$ cat src/rtl/fetch_queue_if.sv
// Fetch-stage bus bundle: imem request/response, branch redirect and the decode handshake.
// master = fetch_queue side; slave = memory/branch/decode environment side.
// Ports: imem_req_*/imem_addr, imem_rsp_*, redirect_*, id_valid/id_ready/id_instr/id_pc/id_imm_op.
interface fetch_queue_if;
  logic        imem_req_valid;
  logic        imem_req_ready;
  logic [63:0] imem_addr;
  logic        imem_rsp_valid;
  logic [31:0] imem_rsp_data;
  logic        redirect_valid;
  logic [63:0] redirect_pc;
  logic        id_valid;
  logic        id_ready;
  logic [31:0] id_instr;
  logic [63:0] id_pc;
  logic [4:0]  id_imm_op;

  modport master (
    output imem_req_valid, imem_addr, id_valid, id_instr, id_pc, id_imm_op,
    input  imem_req_ready, imem_rsp_valid, imem_rsp_data, redirect_valid, redirect_pc, id_ready
  );

  modport slave (
    input  imem_req_valid, imem_addr, id_valid, id_instr, id_pc, id_imm_op,
    output imem_req_ready, imem_rsp_valid, imem_rsp_data, redirect_valid, redirect_pc, id_ready
  );
endinterface

$ cat src/rtl/fetch_queue.sv
// Instruction fetch: PC, pipelined imem reads, in-order instruction queue to decode.
// Latency: request accept -> memory response -> id_valid one cycle later.
// Backpressure: a queue slot is reserved per request, so requests stall when
//   queue occupancy + outstanding reads reaches FIFO_DEPTH; never drops a word.
// Ports: clk, rst (sync, active high); bus (fetch_queue_if.master) carries imem, redirect, id.
// Optional: define IMM_PREDECODE_EN to predecode the immediate class per entry;
//   otherwise id_imm_op is constant 0 and nothing extra is stored.
module fetch_queue #(
  parameter int          FIFO_DEPTH      = 4,
  parameter int          MAX_OUTSTANDING = 2,
  parameter logic [63:0] RESET_PC        = 64'h0
) (
  input  logic          clk,
  input  logic          rst,
  fetch_queue_if.master bus
);

  localparam int AW = $clog2(FIFO_DEPTH);
  localparam int CW = $clog2(FIFO_DEPTH + 1);
  localparam int OW = $clog2(MAX_OUTSTANDING + 1);

`ifdef IMM_PREDECODE_EN
  typedef struct packed {
    logic [4:0]  imm;
    logic [31:0] instr;
    logic [63:0] pc;
  } entry_t;

  // One-hot immediate class {B, CB, I, Shift, D}; zero when none applies.
  function automatic logic [4:0] predecode(input logic [31:0] w);
    logic [4:0] r;
    r = 5'b00000;
    if (w[31:26] == 6'b000101 || w[31:26] == 6'b100101)
      r = 5'b10000;
    else if (w[31:24] inside {8'b10110100, 8'b10110101, 8'b01010100})
      r = 5'b01000;
    else if (w[31:22] inside {10'b1001000100, 10'b1011000100, 10'b1101000100, 10'b1111000100,
                              10'b1001001000, 10'b1111001000, 10'b1011001000, 10'b1101001000})
      r = 5'b00100;
    else if (w[31:21] inside {11'b11010011010, 11'b11010011011})
      r = 5'b00010;
    else if (w[31:21] inside {11'b11111000010, 11'b11111000000, 11'b10111000100, 11'b10111000000,
                              11'b01111000010, 11'b01111000000, 11'b00111000010, 11'b00111000000})
      r = 5'b00001;
    return r;
  endfunction
`else
  typedef struct packed {
    logic [31:0] instr;
    logic [63:0] pc;
  } entry_t;
`endif

  entry_t        mem_q [FIFO_DEPTH];
  entry_t        head_q, head_d;
  entry_t        push_ent;
  logic [CW-1:0] count_q, count_d;
  logic [AW-1:0] rd_ptr_q, rd_ptr_d;
  logic [AW-1:0] wr_ptr_q, wr_ptr_d;
  logic [OW-1:0] outst_q, outst_d;
  logic [OW-1:0] discard_q, discard_d;
  logic [63:0]   fetch_pc_q, fetch_pc_d;
  logic [63:0]   rsp_pc_q, rsp_pc_d;

  logic        req_vld, accept, rsp, drop, push, pop;
  logic [31:0] sum_w;
  logic [63:0] redir_pc;
  logic        unused_redir_lo;

  // Low PC bits of a redirect are forced to zero.
  assign redir_pc        = {bus.redirect_pc[63:2], 2'b00};
  assign unused_redir_lo = ^bus.redirect_pc[1:0];

  always_comb begin
    sum_w      = 32'(count_q) + 32'(outst_q);
    req_vld    = !rst && !bus.redirect_valid &&
                 (32'(outst_q) < 32'(MAX_OUTSTANDING)) && (sum_w < 32'(FIFO_DEPTH));
    accept     = req_vld && bus.imem_req_ready;
    rsp        = bus.imem_rsp_valid;
    drop       = rsp && (discard_q != '0);
    push       = rsp && (discard_q == '0) && !bus.redirect_valid;
    pop        = (count_q != '0) && bus.id_ready && !bus.redirect_valid;
    outst_d    = outst_q + OW'(accept) - OW'(rsp);

    push_ent       = '0;
    push_ent.pc    = rsp_pc_q;
    push_ent.instr = bus.imem_rsp_data;
`ifdef IMM_PREDECODE_EN
    push_ent.imm   = predecode(bus.imem_rsp_data);
`endif

    count_d    = count_q;
    rd_ptr_d   = rd_ptr_q;
    wr_ptr_d   = wr_ptr_q;
    discard_d  = discard_q;
    fetch_pc_d = fetch_pc_q;
    rsp_pc_d   = rsp_pc_q;
    head_d     = head_q;

    if (bus.redirect_valid) begin
      // Everything still in flight after this edge belongs to the old path,
      // including a response arriving right now (it is simply not pushed).
      count_d    = '0;
      rd_ptr_d   = '0;
      wr_ptr_d   = '0;
      discard_d  = outst_d;
      fetch_pc_d = redir_pc;
      rsp_pc_d   = redir_pc;
    end else begin
      count_d   = count_q + CW'(push) - CW'(pop);
      rd_ptr_d  = rd_ptr_q + AW'(pop);
      wr_ptr_d  = wr_ptr_q + AW'(push);
      discard_d = discard_q - OW'(drop);
      if (accept) fetch_pc_d = fetch_pc_q + 64'd4;
      if (push)   rsp_pc_d   = rsp_pc_q + 64'd4;
      // Head register tracks the entry at the new read pointer. When that slot
      // is the one being written this edge, take the incoming word directly.
      if (count_d != '0) begin
        if (push && (rd_ptr_d == wr_ptr_q)) head_d = push_ent;
        else                                 head_d = mem_q[rd_ptr_d];
      end
    end
  end

  always_ff @(posedge clk) begin
    if (rst) begin
      count_q    <= '0;
      rd_ptr_q   <= '0;
      wr_ptr_q   <= '0;
      outst_q    <= '0;
      discard_q  <= '0;
      fetch_pc_q <= RESET_PC;
      rsp_pc_q   <= RESET_PC;
      head_q     <= '0;
    end else begin
      count_q    <= count_d;
      rd_ptr_q   <= rd_ptr_d;
      wr_ptr_q   <= wr_ptr_d;
      outst_q    <= outst_d;
      discard_q  <= discard_d;
      fetch_pc_q <= fetch_pc_d;
      rsp_pc_q   <= rsp_pc_d;
      head_q     <= head_d;
    end
  end

  // Storage needs no reset: pointers and count define what is valid.
  always_ff @(posedge clk) begin
    if (!rst && push) mem_q[wr_ptr_q] <= push_ent;
  end

  assign bus.imem_req_valid = req_vld;
  assign bus.imem_addr      = fetch_pc_q;
  assign bus.id_valid       = (count_q != '0);
  assign bus.id_instr       = head_q.instr;
  assign bus.id_pc          = head_q.pc;
`ifdef IMM_PREDECODE_EN
  assign bus.id_imm_op      = head_q.imm;
`else
  assign bus.id_imm_op      = 5'b00000;
`endif

endmodule

$ cat src/flat_wrapper.sv
// flat-port wrapper written by rule: the top's interface ports become plain ports
module fetch_queue_flat 
#(
  parameter int          FIFO_DEPTH      = 4,
  parameter int          MAX_OUTSTANDING = 2,
  parameter logic [63:0] RESET_PC        = 64'h0
)
  (clk, rst, bus_imem_req_valid, bus_imem_addr, bus_id_valid, bus_id_instr, bus_id_pc, bus_id_imm_op, bus_imem_req_ready, bus_imem_rsp_valid, bus_imem_rsp_data, bus_redirect_valid, bus_redirect_pc, bus_id_ready);
  fetch_queue_if bus_i ();
  input  logic clk;
  input  logic rst;
  output wire logic [$bits(bus_i.imem_req_valid)-1:0] bus_imem_req_valid;
  output wire logic [$bits(bus_i.imem_addr)-1:0] bus_imem_addr;
  output wire logic [$bits(bus_i.id_valid)-1:0] bus_id_valid;
  output wire logic [$bits(bus_i.id_instr)-1:0] bus_id_instr;
  output wire logic [$bits(bus_i.id_pc)-1:0] bus_id_pc;
  output wire logic [$bits(bus_i.id_imm_op)-1:0] bus_id_imm_op;
  input wire logic [$bits(bus_i.imem_req_ready)-1:0] bus_imem_req_ready;
  input wire logic [$bits(bus_i.imem_rsp_valid)-1:0] bus_imem_rsp_valid;
  input wire logic [$bits(bus_i.imem_rsp_data)-1:0] bus_imem_rsp_data;
  input wire logic [$bits(bus_i.redirect_valid)-1:0] bus_redirect_valid;
  input wire logic [$bits(bus_i.redirect_pc)-1:0] bus_redirect_pc;
  input wire logic [$bits(bus_i.id_ready)-1:0] bus_id_ready;
  assign bus_imem_req_valid = bus_i.imem_req_valid;
  assign bus_imem_addr = bus_i.imem_addr;
  assign bus_id_valid = bus_i.id_valid;
  assign bus_id_instr = bus_i.id_instr;
  assign bus_id_pc = bus_i.id_pc;
  assign bus_id_imm_op = bus_i.id_imm_op;
  assign bus_i.imem_req_ready = bus_imem_req_ready;
  assign bus_i.imem_rsp_valid = bus_imem_rsp_valid;
  assign bus_i.imem_rsp_data = bus_imem_rsp_data;
  assign bus_i.redirect_valid = bus_redirect_valid;
  assign bus_i.redirect_pc = bus_redirect_pc;
  assign bus_i.id_ready = bus_id_ready;
  fetch_queue #(.FIFO_DEPTH(FIFO_DEPTH), .MAX_OUTSTANDING(MAX_OUTSTANDING), .RESET_PC(RESET_PC)) u_core (.clk(clk), .rst(rst), .bus(bus_i));
endmodule
$ cat config.mk
export PLATFORM = sky130hd
export DESIGN_NAME = fetch_queue_flat
export DESIGN_NICKNAME = d
export VERILOG_FILES = /design/src/rtl/fetch_queue_if.sv /design/src/rtl/fetch_queue.sv /design/src/flat_wrapper.sv
export SDC_FILE = /design/constraint.sdc
export NUM_CORES = 1
export LEC_CHECK = 0
export CAP_MARGIN = 15
export CORE_ASPECT_RATIO = 0.6
export CORE_UTILIZATION = 35
export CTS_BUF_LIST = sky130_fd_sc_hd__clkbuf_8
export CTS_CLUSTER_SIZE = 14
export DETAILED_ROUTE_END_ITERATION = 10
export GPL_TIMING_DRIVEN = 0
export PLACE_DENSITY = 0.6
export SYNTH_ARGS = -nofsm -noshare
export SYNTH_HDL_FRONTEND = slang
export SYNTH_SLANG_ARGS = --single-unit
$ cat constraint.sdc
create_clock -name clk -period 13.15 [get_ports clk]
set_clock_uncertainty 0.05 [all_clocks]
set_input_delay 3.2875 -clock clk [delete_from_list [all_inputs] [get_ports clk]]
set_output_delay 3.2875 -clock clk [all_outputs]
set_load 0.01 [all_outputs]
==> results.toml <==
[status]
status = "completed"

[pwr]
finalPower_mw = 4.39
seqPwrFrac_pct = 50.4
combPwrFrac_pct = 12.3
sw_frac_of_total_pct = 27.5
pwr_density_cell_nw_per_um2 = 137
p_sw_mw = 1.21
pwr-share-clk_pct = 37.3
intPower_mw = 3.18
irDropWorstVdd_v = 0.0000735
leakagePower_nw = 10.5

[drt]
via_per_inst = 5.82
antenna_left = 0
drcViolationCount = 0
drt_iter0_drc = 2518
vias = 20800
routed_wl_um = 94400
drt-pass1-iter-count = 6
wl_per_cell_um = 26.5

[synthesis]
synthArstFlopShare_pct = 0
syn_avg_cell_area_um2 = 12.2
ys_types = 78
synth_top_cell_by_area = "edfxtp_1"
synth_area_leaders = "edfxtp_1 44%, dfxtp_1 18%, mux4_2 8.2%"
synth-main-ff-cell = "edfxtp_1"
synth_commonest_cells = "376 x edfxtp_1, 294 x nand2_1, 229 x dfxtp_1, 184 x nor2_1, 135 x clkbuf_1"
synth_seq_area_share_pct = 61.2
synth.top_cell.area_share_pct = 43.5
post-synth-top-count-cell = "edfxtp_1"
synth_enable_flop_cells = 376
synth_warnings = 0
synthCells = 2125
synth_seq_cells = 605
synth_area_um2 = 26000

[clock_tree]
cts_made_buffers = 95
post_cts_resized = 0
root_buffer = "clkbuf_8"
cts_tree = "yes"
cts.clk_slew.worst_paths_ns = 0.06
insertion_delay_ns = 0.74
clkSinkCount = 605
postCtsHoldBufs = 0
cts_setup_buffers = 0
clockBufferDepth = 3
htree_levels = 3

[floorplan]
initial_core_util_pct = 35.8
core_area_um2 = 72600
ios = 269
die_w_um = 354
die-area_um2 = 75300
die_h_um = 213
core.rowCount = 76

[worst_setup_path]
rrSetupSlack_ns = 7.93
crit_type = "in -> reg"
critPathLaunchType = "primary input"
cp_common_cell = "clkbuf_1"
cp_slowest_cell = "buf_1"
crit_fanout = 10
path_delay_family = "buffers and inverters"
r2r_end = "u_core.bus.id_pc[61]"
cp_cell_sequence = "clkdlybuf4s50_1, clkbuf_1, clkbuf_1, buf_1, buf_1, nor2_1, ha_1, inv_1, fa_1, xor2_1, xnor2_1, a31oi_2, clkbuf_1, clkbuf_1, nor2_1, a311oi_1"
end_kind = "flip-flop"
worstRegToRegCells = 13
arrival_ns = 9.91
path_buf_inv = 8
critPathRequiredTime_ns = 13.69
r2r-start = "u_core.discard_q[1]"
cp_num_cells = 16
worstSetupStartpoint = "bus_redirect_valid"
cpPeakStageDelay_ns = 0.86

[timing]
min_period_over_period_pct = 71.3
min_period_ns = 9.37
grt_setup_unrepaired = "no"
relSlewSlack_pct = 12.0
fin_tns_setup_ns = 0
hold_viol_final = 0
finalSetupViolCount = 0
maxSlewViolCount = 0
fmax_ghz = 0.107
worst_pin_slew_ns = 1.31

[layout]
seqCellArea_um2 = 15900
fillers = 6610
synthToLayoutAreaGrowth_pct = 23.7
drive_above_1_share_pct = 11.8
nets = 2625
multi_input_area_um2 = 9370

[flow_run]
maxCapViolCount = 0

[placed_design]
gp_congestion = 0.953
hpwl_um = 69300
port_buffers = 257

[global_route]
track_usage_pct = 24.7
grt-ovfl-total = 0
antenna_found_initial = 5
grt_pass1_vias = 19800
grt_pass1_wl_um = 136000
grt_max_degree = 50

[worst_hold_path]
min_path_type = "reg -> reg"
holdPathStages = 2
whs_endpoint = "u_core.bus.id_instr[10]"
min_from = "u_core.bus.id_instr[10]"
registers in the layout, indices dropped and copies added, names as in the netlist:
signal                cells
u_core.mem_q            376
u_core.wr_ptr_q           2
u_core.count_q            3
u_core.rsp_pc_q          62
u_core.discard_q          2
u_core.rd_ptr_q           2
u_core.bus.imem_addr     62
u_core.bus.id_pc         62
u_core.bus.id_instr      32
u_core.outst_q            2
stage by stage:
stage,instance area [um2],hold WS [ns],instances,util [%],setup WS (ns)
after floorplan,26000,0.408,2133,-,2.36
after global placement,29800,0.423,3365,41.0,-4.89
after detailed placement,30200,0.441,3389,41.6,3.24
after CTS,32100,0.450,3565,44.2,4.00
after global routing,32100,0.469,3566,44.2,3.69
final,32100,0.446,3567,44.2,3.78
layer usage:
| metal | GRT usage (%) | routed length (um) |
|---|---|---|
| met5 | 0 | 0 |
| met4 | 6.02 | 1800 |
| met3 | 6.38 | 10400 |
| met2 | 33.3 | 38200 |
| met1 | 38.5 | 44000 |
worst max-delay path by stage:
stage / end
floorplan: u_core.mem_q[0][10]
global placement: u_core.mem_q[0][72]
CTS: u_core.bus.id_pc[61]
global route: u_core.bus.id_instr[12]
detailed placement: u_core.bus.id_instr[12]
finish: u_core.bus.id_pc[61]
final cells by class:
class,instances,area share [%]
Multi-Input combinational cell,1330,29.2
Sequential cell,605,49.5
Inverter,29,0.339
Buffer,169,2.14
Timing Repair Buffer,282,9.14
Clock inverter,78,1.71
Tap cell,975,3.80
Clock buffer,98,4.20
Antenna cell,1,0.00780
kinds of logic (layout without fill, tap and decap cells):
group                      after synthesis  in the layout  synth area share, %
and+or+nand+nor                        828            828                 15.6
DFF                                    605            605                 61.2
AOI/OAI and AO/OA                      337            337                 9.69
buffers and inverters                  198            656                 3.07
muxes                                  100            100                 8.40
xor gates and xnor gates                45             45                 1.52
adders and majority gates               11             11                0.559
other                                    1             10               0.0144
placed cells by master (no fill, tap or decap), drive strengths merged, types with 59 or more instances in the layout:
| cell type | count |
|---|---|
| nand2 | 294 |
| clkdlybuf4s50 | 257 |
| edfxtp | 376 |
| a311oi | 108 |
| nor2 | 185 |
| nand3 | 73 |
| inv | 66 |
| nand4 | 64 |
| mux4 | 94 |
| dfxtp | 229 |
| clkbuf | 233 |
| buf | 59 |
power groups by stage:
stage                     sequential, mW  combinational, mW  clock [mW]
after global routing                2.22              0.578        1.75
final                               2.21              0.541        1.64
after CTS                           2.21              0.537        1.68
after global placement              2.25              0.524           0
after floorplan                     2.23              0.230           0
after detailed placement            2.25              0.535           0
worst min-delay path, delay by kind of cell, from the launching register on:
| family | cells | cell delay, ns |
|---|---|---|
| compound gates | 1 | 0.05 |
| flops | 1 | 0.31 |
| simple gates | 1 | 0.09 |
Power figures use the tool's default switching activity.
